`src/rtl/fetch_pkg.sv`:
```
// fetch_pkg: shared sequencer state encoding and fetch-path default parameters
package fetch_pkg;
   localparam int ADDR_W_DEF = 10;
   localparam int DATA_W_DEF = 32;
   localparam int RESET_ADDR_DEF = 0;
   typedef enum logic [1:0] {S_START, S_RUN, S_HALT} state_t;
endpackage

```
`src/rtl/fetch_sequencer_if.sv`:
```
// fetch_sequencer_if: execute redirect, IMEM and decode-side signals of the fetch sequencer
interface fetch_sequencer_if #(
   parameter int ADDR_W = fetch_pkg::ADDR_W_DEF,
   parameter int DATA_W = fetch_pkg::DATA_W_DEF
);
   logic              Branch;
   logic [ADDR_W-1:0] TargetAddress;
   logic              Halt;
   logic              FetchEn;
   logic [ADDR_W-1:0] FetchAddr;
   logic [DATA_W-1:0] IMemData;
   logic              InstrValid;
   logic              InstrReady;
   logic [DATA_W-1:0] Instruction;
   logic [ADDR_W-1:0] InstrAddr;
   modport master (
      input  Branch, TargetAddress, Halt, IMemData, InstrReady,
      output FetchEn, FetchAddr, InstrValid, Instruction, InstrAddr
   );
   modport slave (
      output Branch, TargetAddress, Halt, IMemData, InstrReady,
      input  FetchEn, FetchAddr, InstrValid, Instruction, InstrAddr
   );
endinterface

```
`src/rtl/fetch_fifo.sv`:
```
// fetch_fifo: DEPTH-entry instruction buffer; flush beats push, head is the oldest entry
module fetch_fifo #(
   parameter int DEPTH = 2,
   parameter int W = 42
) (
   input  logic                         clk,
   input  logic                         rst,
   input  logic                         push_i,
   input  logic                         pop_i,
   input  logic                         flush_i,
   input  logic [W-1:0]                 din_i,
   output logic [W-1:0]                 head_o,
   output logic [$clog2(DEPTH+1)-1:0]   count_o
);
   localparam int CW = $clog2(DEPTH+1);
   localparam int PW = $clog2(DEPTH);
   logic [W-1:0]  mem_q [DEPTH];
   logic [PW-1:0] rd_q, wr_q;
   logic [CW-1:0] count_q, count_d;
   assign count_d = count_q + CW'(push_i) - CW'(pop_i);
   assign head_o = mem_q[rd_q];
   assign count_o = count_q;
   always_ff @(posedge clk or posedge rst) begin
      if (rst) begin
         rd_q <= '0;
         wr_q <= '0;
         count_q <= '0;
         for (int i = 0; i < DEPTH; i++) mem_q[i] <= '0;
      end else if (flush_i) begin
         rd_q <= '0;
         wr_q <= '0;
         count_q <= '0;
      end else begin
         if (push_i) mem_q[wr_q] <= din_i;
         if (push_i) wr_q <= wr_q + PW'(1);
         if (pop_i) rd_q <= rd_q + PW'(1);
         count_q <= count_d;
      end
   end
   // The issue rule reserves a slot for every in-flight fetch, so a full buffer is never pushed.
   a_no_overflow: assert property (@(posedge clk) disable iff (rst) !(push_i && !flush_i && count_q == CW'(DEPTH)));
   a_no_underflow: assert property (@(posedge clk) disable iff (rst) !(pop_i && count_q == '0));
endmodule

```
`src/rtl/fetch_sequencer.sv`:
```
// fetch_sequencer: owns the PC, issues flow-controlled IMEM reads and buffers results for decode.
// Branch redirects flush the buffer and discard the fetch that is in flight.
module fetch_sequencer import fetch_pkg::*; #(
   parameter int ADDR_W = ADDR_W_DEF,
   parameter int DATA_W = DATA_W_DEF,
   parameter int DEPTH = 2,
   parameter int RESET_ADDR = RESET_ADDR_DEF
) (
   input logic               clk,
   input logic               Reset,
   fetch_sequencer_if.master bus
);
   localparam int CW = $clog2(DEPTH+1);
   localparam int W = ADDR_W + DATA_W;
   state_t            state_q, state_d;
   logic [ADDR_W-1:0] pc_q, pc_d, inflight_addr_q;
   logic              inflight_q, issue, pop;
   logic [CW-1:0]     count;
   logic [CW:0]       occ;
   logic [W-1:0]      head;
   assign pop = bus.InstrValid & bus.InstrReady;
   // Occupancy after this cycle's pop, counting the fetch still in flight.
   assign occ = {1'b0, count} + (CW+1)'(inflight_q) - (CW+1)'(pop);
   assign issue = (state_q == S_RUN) && !bus.Halt && !bus.Branch && (occ < (CW+1)'(DEPTH));
   assign bus.FetchEn = issue;
   assign bus.FetchAddr = pc_q;
   assign bus.InstrValid = (count != '0) && !bus.Branch;
   assign {bus.InstrAddr, bus.Instruction} = head;
   always_comb begin
      state_d = state_q == S_START ? S_RUN :
                state_q == S_RUN && bus.Halt ? S_HALT :
                state_q == S_HALT && !bus.Halt ? S_RUN : state_q;
      pc_d = bus.Branch ? bus.TargetAddress : issue ? pc_q + ADDR_W'(1) : pc_q;
   end
   always_ff @(posedge clk or posedge Reset) begin
      if (Reset) begin
         state_q <= S_START;
         pc_q <= ADDR_W'(RESET_ADDR);
         inflight_q <= 1'b0;
         inflight_addr_q <= '0;
      end else begin
         state_q <= state_d;
         pc_q <= pc_d;
         inflight_q <= issue;
         if (issue) inflight_addr_q <= pc_q;
      end
   end
   fetch_fifo #(.DEPTH(DEPTH), .W(W)) u_fifo (
      .clk     (clk),
      .rst     (Reset),
      .push_i  (inflight_q),
      .pop_i   (pop),
      .flush_i (bus.Branch),
      .din_i   ({inflight_addr_q, bus.IMemData}),
      .head_o  (head),
      .count_o (count)
   );
endmodule

```
`src/flat_wrapper.sv`:
```
// flat-port wrapper written by rule: the top's interface ports become plain ports
module fetch_sequencer_flat import fetch_pkg::*;
#(
   parameter int ADDR_W = ADDR_W_DEF,
   parameter int DATA_W = DATA_W_DEF,
   parameter int DEPTH = 2,
   parameter int RESET_ADDR = RESET_ADDR_DEF
)
  (clk, Reset, bus_Branch, bus_TargetAddress, bus_Halt, bus_IMemData, bus_InstrReady, bus_FetchEn, bus_FetchAddr, bus_InstrValid, bus_Instruction, bus_InstrAddr);
  fetch_sequencer_if #(.ADDR_W(ADDR_W), .DATA_W(DATA_W)) bus_i ();
  input logic clk;
  input logic Reset;
  input wire logic [$bits(bus_i.Branch)-1:0] bus_Branch;
  input wire logic [$bits(bus_i.TargetAddress)-1:0] bus_TargetAddress;
  input wire logic [$bits(bus_i.Halt)-1:0] bus_Halt;
  input wire logic [$bits(bus_i.IMemData)-1:0] bus_IMemData;
  input wire logic [$bits(bus_i.InstrReady)-1:0] bus_InstrReady;
  output wire logic [$bits(bus_i.FetchEn)-1:0] bus_FetchEn;
  output wire logic [$bits(bus_i.FetchAddr)-1:0] bus_FetchAddr;
  output wire logic [$bits(bus_i.InstrValid)-1:0] bus_InstrValid;
  output wire logic [$bits(bus_i.Instruction)-1:0] bus_Instruction;
  output wire logic [$bits(bus_i.InstrAddr)-1:0] bus_InstrAddr;
  assign bus_i.Branch = bus_Branch;
  assign bus_i.TargetAddress = bus_TargetAddress;
  assign bus_i.Halt = bus_Halt;
  assign bus_i.IMemData = bus_IMemData;
  assign bus_i.InstrReady = bus_InstrReady;
  assign bus_FetchEn = bus_i.FetchEn;
  assign bus_FetchAddr = bus_i.FetchAddr;
  assign bus_InstrValid = bus_i.InstrValid;
  assign bus_Instruction = bus_i.Instruction;
  assign bus_InstrAddr = bus_i.InstrAddr;
  fetch_sequencer #(.ADDR_W(ADDR_W), .DATA_W(DATA_W), .DEPTH(DEPTH), .RESET_ADDR(RESET_ADDR)) u_core (.clk(clk), .Reset(Reset), .bus(bus_i));
endmodule
```
`config.mk`:
```
export PLATFORM = sky130hd
export DESIGN_NAME = fetch_sequencer_flat
export DESIGN_NICKNAME = d
export VERILOG_FILES = /design/src/rtl/fetch_pkg.sv /design/src/rtl/fetch_sequencer_if.sv /design/src/rtl/fetch_fifo.sv /design/src/rtl/fetch_sequencer.sv /design/src/flat_wrapper.sv
export SDC_FILE = /design/constraint.sdc
export NUM_CORES = 1
export LEC_CHECK = 0
export ABC_AREA = 1
export CELL_PAD_IN_SITES_DETAIL_PLACEMENT = 1
export CELL_PAD_IN_SITES_GLOBAL_PLACEMENT = 1
export CORE_MARGIN = 3
export CORE_UTILIZATION = 30
export CTS_CLUSTER_DIAMETER = 80
export CTS_CLUSTER_SIZE = 25
export DETAILED_ROUTE_END_ITERATION = 8
export GPL_TIMING_DRIVEN = 0
export HOLD_SLACK_MARGIN = 0.03
export PLACE_DENSITY = 0.67
export SYNTH_ARGS = -nofsm -noshare
export SYNTH_HDL_FRONTEND = slang
export SYNTH_HIERARCHICAL = 1
export SYNTH_SLANG_ARGS = --single-unit
```
`constraint.sdc`:
```
create_clock -name clk -period 7.3 [get_ports clk]
set_input_delay 1.825 -clock clk [delete_from_list [all_inputs] [get_ports clk]]
set_output_delay 1.825 -clock clk [all_outputs]
set_load 0.02 [all_outputs]
```
# Yosys cells after proc, flatten, opt, wreduce, memory -nomap -nowiden
# Index checks and enable logic that the tools add are counted.
# totals
reg_bits	111
out_inout_bits	54
elab_cells	58
# classes
bitwise_logic	4
reduce_logical	16
magnitude_cmp	4
addsub	7
n_eq_ne	2
n_mux	16
# ops
cell	n
two-way mux 42 bit	4
bitwise mux 84 bit	1
demux 42 bit (select 1 bit)	1
two-way mux 10 bit	2
adder 10 x 1 -> 10 bit (second input constant)	1
two-way mux 2 bit	4
nonzero test 2 bit	4
logical AND 1 bit	7
>= comparator 2 bit (second input constant)	2
two-way mux 1 bit	4
NOT 1 -> 2 bit	2
adder 2 x 1 -> 3 bit	1
< comparator 3 x 2 -> 1 bit (second input constant)	1
nonzero test 3 bit	1
subtractor 3 x 1 -> 3 bit	1
adder 1 bit (second input constant)	2
adder 2 x 1 -> 2 bit	1
equality test 2 x 1 -> 1 bit (second input constant)	1
equality test 2 bit (second input constant)	1
logical NOT 1 bit	2
logical NOT 2 bit	1
< comparator 2 x 1 -> 1 bit (second input constant)	1
AND reduction 2 bit	1
subtractor 2 x 1 -> 2 bit	1
2 further kinds	2

# Longest topological paths before layout
# logic_depth
ltp_word	8
depth_mapped	15
ltp_nobuf	15

# Cells and area by module
# Netlist, hierarchy kept.
# modules_own_cells
module	n_inst	area_each_um2	cells_per_inst
fetch_fifo	1	4032.6	386
fetch_sequencer	1	1287.5	166

# Worst setup path after synthesis
# Ideal clock, no wire load.
# synth_path
kind	input -> output
from	input port bus_Branch
to	output port bus_FetchEn
path_slack_ns	1.818
t_required_ns	5.475
t_arrival_ns	3.657
path_buffers	1
path_stages	12
path_cell_list	a21oi_1 > and2_1 > ha_1 > inv_1 > nand2_1 > fa_1 > inv_1 > nand2_1 > nand2_1 > inv_2 > nor2_4 > buf_6
# synth_between
elab_chain_len	6
word_cells_on_any_way	7
classes_between	add/sub (1); order compare (1); bitwise (1); reduce/logical (4)
# synth_rtl
element	line_no	rtl
start, declared	flat_wrapper.sv:13	input wire logic [$bits(bus_i.Branch)-1:0] bus_Branch;
logical NOT 1 bit	fetch_sequencer.sv:27	assign bus.InstrValid = (count != '0) && !bus.Branch;
logical AND 1 bit	fetch_sequencer.sv:27	
bitwise AND 1 bit	fetch_sequencer.sv:21	assign pop = bus.InstrValid & bus.InstrReady;
via u_core.pop	fetch_sequencer.sv:17	logic inflight_q, issue, pop;
subtractor 3 x 1 -> 3 bit	fetch_sequencer.sv:23	assign occ = {1'b0, count} + (CW+1)'(inflight_q) - (CW+1)'(pop);
< comparator 3 x 2 -> 1 bit	fetch_sequencer.sv:24	assign issue = (state_q == S_RUN) && !bus.Halt && !bus.Branch && (occ < (CW+1)'(DEPTH));
logical AND 1 bit	fetch_sequencer.sv:24	
end, declared	flat_wrapper.sv:18	output wire logic [$bits(bus_i.FetchEn)-1:0] bus_FetchEn;
# The timed path passes the listed nets, and every way through them passes these cells.

# Final worst setup path
# Same ends and word-level chain as after synthesis.

==> out/qor.txt <==
ANT nets after route = 0
summed negative setup slack over all endpoints = 0 ns
via count = 4,103
num rows = 48
largest voltage drop on the vdd net = 0.000133 V
Distinct cells, synth = 26
most frequent standard cell in the layout excluding fill and tap cells = nand2_1
average size of a mapped cell = 9.64 µm²
data arrival time of the critical path = 4.89 ns
Yosys warning total = 6
delay of the slowest critical-path stage = 0.62 ns
internal power = 1.54 mW
area growth from synthesis to layout = 30.1%
crit end category = output pin
post-synthesis instance total = 552
flip-flop and latch count after synthesis = 111
buffers added on ports = 100
pin count of the biggest net entering global routing = 53
proportion of synthesized chip area in sequential cells = 52.2%
final instance count without filler cells = 893
Largest delay share family, worst path = buffers and inverters
Layout Nets = 716
critical path buffer and inverter count = 6
Mapped Nets = 604
path class of the lowest-slack min-delay path = flop to flop
final wirelength = 13,800 µm
proportion of power drawn by flip-flops and latches = 39.7%
Iter 0 DRT Violations = 180
gp weighted congestion = 0.770
vias per std cell = 4.59
commonest non-fill, non-tap cells in the layout = 149 x nand2_1, 111 x dfrtp_1, 100 x clkdlybuf4s50_1
Worst-Margin Slew = 0.905 ns
critical path required time = 5.48 ns
DR WL/cell = 15.5 µm
area of the placeable core = 0.0174 mm²
result of the run = completed
Post-Synthesis Cell Area = 0.00532 mm²
fraction of power spent switching nets = 34.5%
total of cells resized after clock tree synthesis = 0
share of post-route cells with drive strength above 1 = 19.3%
number of setup buffers added after CTS = 0
DIE AREA = 0.0194 mm²
vertical die dimension = 139 µm
Final Hold Violating Endpoints = 0
clock transition time at the flip-flop clock pins of the worst setup and hold paths = 0.06 ns
stages on the worst setup path = 14
DR DRC count = 0
hold path cells = 2
power density normalized to cell area = 339 mW/mm²
CTS Sinks = 111
dominant cells by area after synthesis = dfrtp_1 52%, nand2_1 11%, mux2_2 8.9%, o21ai_2 5.1%, inv_1 4.6%
Achievable Freq = 149 MHz
overall die width = 139 µm
post-synthesis cell type with the largest combined area = dfrtp_1
antenna violations before repair = 0
element type at the critical path start = primary input
unrepaired setup endpoints after global routing = false
library cell contributing the largest single delay on the critical path = clkdlybuf4s50_1
logic depth of the worst register-to-register path = 12
clk buf depth = 2
Root Buffer = clkbuf_16
vias in the first global route = 4,588
antenna diode instance count = 0
Crit Path Category = primary input to output pin
starting utilization of the core area = 30.7%
wire length of the first global-routing pass = 23,400 µm
number of buffers inserted during clock tree synthesis = 9
CTS tree = built
GRT overflow = 0
count of fill cells added during filler insertion = 1,942
share of the synthesized area in the top cell type = 52.2%
All-Layer GR Usage = 14.9%
Leak Pwr = 3.27 nW
relative max-transition margin = 39.6%
combinational share of power = 39.7%
DP HPWL = 10,100 µm
boundary pin count = 101
clock share of power = 20.6%
final critical delay including setup and external delays = 6.71 ns
peak fanout along the critical path = 11
H-tree levels = 3
count of final max-slew check failures = 0
drt pass-1 iters = 4
total instance count after detailed placement = 878
cell breakdown of the critical path = clkdlybuf4s50_1 > a21oi_1 > and2_1 > ha_1 > inv_1 > nand2_1 > fa_1 > inv_1 > nand2_1 > nand2_1 > inv_2 > nor2_4 > buf_6 > clkdlybuf4s50_1
worst-case clock skew = 0.00762 ns
fraction of the cycle the final worst path needs = 92.0%
net load switching power = 0.810 mW
number of max-cap violations = 0
clock network latency to the later pin of the worst-skew pair = 0.35 ns
setup violation total in the final timing report = 0
most numerous cell on the critical path = nand2_1
post-cts hold buffer count = 0
-- path summary, 6_finish.rpt --
path,slack (ns),start,end
max,0.59,bus_Branch,bus_FetchEn
min,0.48,u_core/u_fifo/mem_q[76],u_core/u_fifo/mem_q[76]
max reg2reg,4.57,u_core/u_fifo/count_o[1],u_core/bus.FetchAddr[5]
min reg2reg,0.48,u_core/u_fifo/mem_q[76],u_core/u_fifo/mem_q[76]
max in group asynchronous,4.66,Reset,u_core/state_q[0]
min in group asynchronous,1.90,Reset,u_core/u_fifo/mem_q[81]
-- kinds of logic after synthesis --
family,Yosys count,share of synthesized area [%]
AOI/OAI and AO/OA,103,12.0
xor gates and xnor gates,2,0.329
adders and majority gates,5,1.32
buffers and inverters,97,9.50
DFF,111,52.2
muxes,42,8.89
and+or+nand+nor,192,15.8
-- flip-flops by register name, summed over array words and instances (netlist names) --
signal and count:
u_core/bus.FetchAddr 10, u_core/inflight_addr_q 10, u_core/inflight_q 1, u_core/state_q 2, u_core/u_fifo/count_o 2, u_core/u_fifo/mem_q 84, u_core/u_fifo/rd_q 1, u_core/u_fifo/wr_q 1
-- worst reg2reg max path: stages (launching register included) --
cell and delay, ns:
dfrtp_1 0.46, inv_2 0.06, a21oi_1 0.17, and2_1 0.25, ha_1 0.26, inv_1 0.06
nand2_1 0.05, fa_1 0.54, nor3b_2 0.19, nand3_2 0.17, buf_2 0.24, nand3_1 0.09
nand3_1 0.07
-- Yosys cell counts (all sizes together) --
cell / count
o21ai: 97
nor3b: 1
nor2: 13
xor2: 2
clkinv: 1
buf: 23
nand3: 27
nand3b: 1
clkbuf: 4
fa: 1
ha: 4
nand2: 149
a21boi: 2
and2: 1
inv: 69
a21oi: 4
dfrtp: 111
mux2: 42
-- power groups by stage --
stage	Clock (mW)	Sequential, mW	Combinational [mW]
after floorplan	0	0.919	0.561
after global placement	0	0.927	0.916
after detailed placement	0	0.942	0.944
after CTS	0.507	0.933	0.949
after global routing	0.536	0.958	1.02
final	0.484	0.933	0.931
-- routing by layer --
metal  up-vias  GRT usage (%)  routed length, µm
met4         0           2.73                 95
met2        91           25.9               6850
li1       1984              -                  -
met5         -              0                  0
met3         6           4.45                673
met1      2022           18.6               6180
-- final cells by class --
type	instances	area (µm²)	area share [%]
inverters	70	265	3.83
clock inverters	3	43.8	0.633
flip-flops and latches	111	2780	40.1
multi-input cells	344	2040	29.4
clock buffers	12	246	3.56
plain buffers	27	243	3.51
repair buffers	101	1030	14.9
well taps	225	282	4.07
-- stage by stage --
stage,total power [mW],setup WS [ns],hold slack (ns),instance area [µm²],utilization (%)
global route,2.52,0.380,0.507,6920,39.9
global placement,1.84,0.585,0.458,6600,38.0
floorplan,1.48,1.82,0.442,5320,-
detailed placement,1.89,0.529,0.465,6630,38.2
CTS,2.39,0.532,0.482,6920,39.9
finish,2.35,0.587,0.485,6920,39.9
Note: power is estimated with default switching activity, not from simulation.
==> RTL edit: new RTL, same settings <==
`DEPTH` is set to 2 in 3 places; all go to 4.
--- a/src/rtl/fetch_fifo.sv
+++ b/src/rtl/fetch_fifo.sv
@@ -1,6 +1,6 @@
 // fetch_fifo: DEPTH-entry instruction buffer; flush beats push, head is the oldest entry
 module fetch_fifo #(
-   parameter int DEPTH = 2,
+   parameter int DEPTH = 4,
    parameter int W = 42
 ) (
    input  logic                         clk,
--- a/src/rtl/fetch_sequencer.sv
+++ b/src/rtl/fetch_sequencer.sv
@@ -3,7 +3,7 @@
 module fetch_sequencer import fetch_pkg::*; #(
    parameter int ADDR_W = ADDR_W_DEF,
    parameter int DATA_W = DATA_W_DEF,
-   parameter int DEPTH = 2,
+   parameter int DEPTH = 4,
    parameter int RESET_ADDR = RESET_ADDR_DEF
 ) (
    input logic               clk,
--- a/src/flat_wrapper.sv
+++ b/src/flat_wrapper.sv
@@ -3,7 +3,7 @@
 #(
    parameter int ADDR_W = ADDR_W_DEF,
    parameter int DATA_W = DATA_W_DEF,
-   parameter int DEPTH = 2,
+   parameter int DEPTH = 4,
    parameter int RESET_ADDR = RESET_ADDR_DEF
 )
   (clk, Reset, bus_Branch, bus_TargetAddress, bus_Halt, bus_IMemData, bus_InstrReady, bus_FetchEn, bus_FetchAddr, bus_InstrValid, bus_Instruction, bus_InstrAddr);
Formal check against the unedited RTL: not equivalent (a bounded check fails within 4 cycles, from zero or initial values and one cycle with Reset high).
==> RTL edit against the original RTL <==
  * Count of clock-buffer cells in the layout increased by 7
  * Critical path type unchanged
  * Worst setup slack improved by 74 ps
  * Sequential cell count rose by 87
  * Wire length increased by 97%
  * Sequential share of layout area is 3.3 points higher
  * Design area grew 65%
  * Critical endpoint unchanged
  * Power increased by 58%
  * Via count up 91%
  * Synthesized area grew 74%
  * Critical path depth rose by 1
  * Combinational power grew 42%
  * Largest power group unchanged
==> RTL edit: results (changes against the original RTL) <==
The logs give 27 (+3.8%) for the distinct cell type count after synthesis and 12900 µm (+88%) for the routed length on met2. The worst-case headroom to the max-slew limit is 43.6% (+4.0 points). For the sequential area share after synthesis, the log shows 53.4% (+1.2 points).

The run gives 1311 (+83%) as the final layout net count. The overall fraction of global-route tracks in use is 16.7% (+1.8 points). The run gives 23.0% (+4.4 points) as the met1 usage. The mean area per synthesized cell was 8.19 µm² (-15%); the total wirelength of the detailed-routed design was 27300 µm (+97%). The number of placed instances, taps included came out at 1624 (+85%).

The clock skew after layout was 13.5 ps (+5.84 ps); the worst path arrival time was 4810 ps (-80 ps). The clock-pin transition on the worst setup and hold timing paths is 70 ps, and the flip-flop count of the largest register, all copies and words added is 168 (+100%). Port buffer count: 100 (unchanged). The wire length on met3 was 868 µm (+29%); the layout cell share with drive strength beyond 1 was 7.03% (-12 points). Type of the tightest min-delay check: register to register. Maximum root-to-sink buffer count: 2 (unchanged). The global-route wire length before repair was 44700 µm (+91%). Number of nets produced by synthesis: 1191 (+97%).

The worst slack after detailed placement was 130 ps (-399 ps); the detailed-route vias per instance was 4.74 (+3.1%). Cell area after placement: 0.0108 mm² (+63%). The logs give 3.04% (-1.4 points) for the met3 track demand over resource and 390 (+120%) for the number of DRC violations after detailed-routing iteration 0. The sum of net half-perimeters after detailed placement is 18600 µm (+85%), and the worst reg-to-reg path cell count is 16 (+4). The run gives 7847 (+91%) as the detailed-route via count. The run gives 27.9% (+2.0 points) as the met2 track demand over resource. By count the netlist is led by sky130_fd_sc_hd__nand2_1 (343), sky130_fd_sc_hd__dfrtp_1 (198), sky130_fd_sc_hd__o21ai_0 (164). The level count of the clock H-tree was 4 (+1). The run gives 0.789 (+2.4%) as the routability congestion estimate. The peak per-stage delay on the critical path was 640 ps (+20 ps).

The worst IR drop on VDD came out at 0.190 mV (+42%). The reported leakage power is 5.11 nW (+56%). The run gives 13200 µm (+110%) as the wire length the detailed router placed on met1.

The flow ran to the end, and the final reports show no timing, DRC or antenna violations. The tools report the via count of the first global-routing pass as 8254 (+80%). After synthesis, the cell types taking the most area are sky130_fd_sc_hd__dfrtp_1 (53%), sky130_fd_sc_hd__nand2_1 (14%), sky130_fd_sc_hd__o21ai_0 (8.8%), sky130_fd_sc_hd__inv_1 (6.1%), sky130_fd_sc_hd__o211ai_1 (3.4%). The TritonCTS buffer count is 17 (+8). Maximum fanout along the worst path: 12 (+1). Later-pin clock latency in the skew report: 440 ps (+90 ps).

For the largest net degree at the start of global routing, the log shows 111 (+110%).
==> RTL edit: changes by cell type after synthesis, sizes merged, moves of 6 or more <==
cell,before,now
o211ai,0,42
ha,4,10
nand2,149,345
a21oi,4,48
inv,69,155
dfrtp,111,198
mux2,42,0
nand3,27,19
buf,23,50
o21ai,97,228
clkbuf,4,18
==> RTL edit: cell families after synthesis <==
kind of cell	synth area share (%)
DFF	53.4
xor gates and xnor gates	0.189
and+or+nand+nor	16.1
adders and majority gates	1.56
AOI/OAI and AO/OA	18.5
buffers and inverters	10.2
==> RTL edit: power breakdown <==
part | switching (mW) | total (mW) | internal [mW]
Sequential | 0.115 | 1.39 | 1.28
Combinational | 0.780 | 1.32 | 0.535
Clock | 0.439 | 0.992 | 0.553
==> RTL edit: path summary, 6_finish.rpt <==
check / end / from / slack (ps)
max in group asynchronous: u_core/u_fifo/mem_q[167]$_DFFE_PP0P_ / Reset / 4480
hold / removal: u_core/inflight_addr_q[1]$_DFFE_PP0P_ / u_core/inflight_addr_q[1]$_DFFE_PP0P_ / 480
hold reg to reg: u_core/inflight_addr_q[1]$_DFFE_PP0P_ / u_core/inflight_addr_q[1]$_DFFE_PP0P_ / 480
setup / recovery: bus_FetchEn / bus_Branch / 660
min in group asynchronous: u_core/u_fifo/mem_q[35]$_DFFE_PP0P_ / Reset / 1880
setup reg to reg: u_core/bus.FetchAddr[2]$_DFFE_PP0P_ / u_core/u_fifo/count_o[1]$_DFF_PP0_ / 4570
==> RTL edit: area by class of cell <==
cell class	count	area, µm²
Timing Repair Buffer	101	1030
Sequential cell	198	4950
Clock inverter	13	170
Clock buffer	19	443
Tap cell	390	488
Fill cell	3599	18600
Buffer	68	367
Inverter	155	592
Multi-Input combinational cell	712	3380
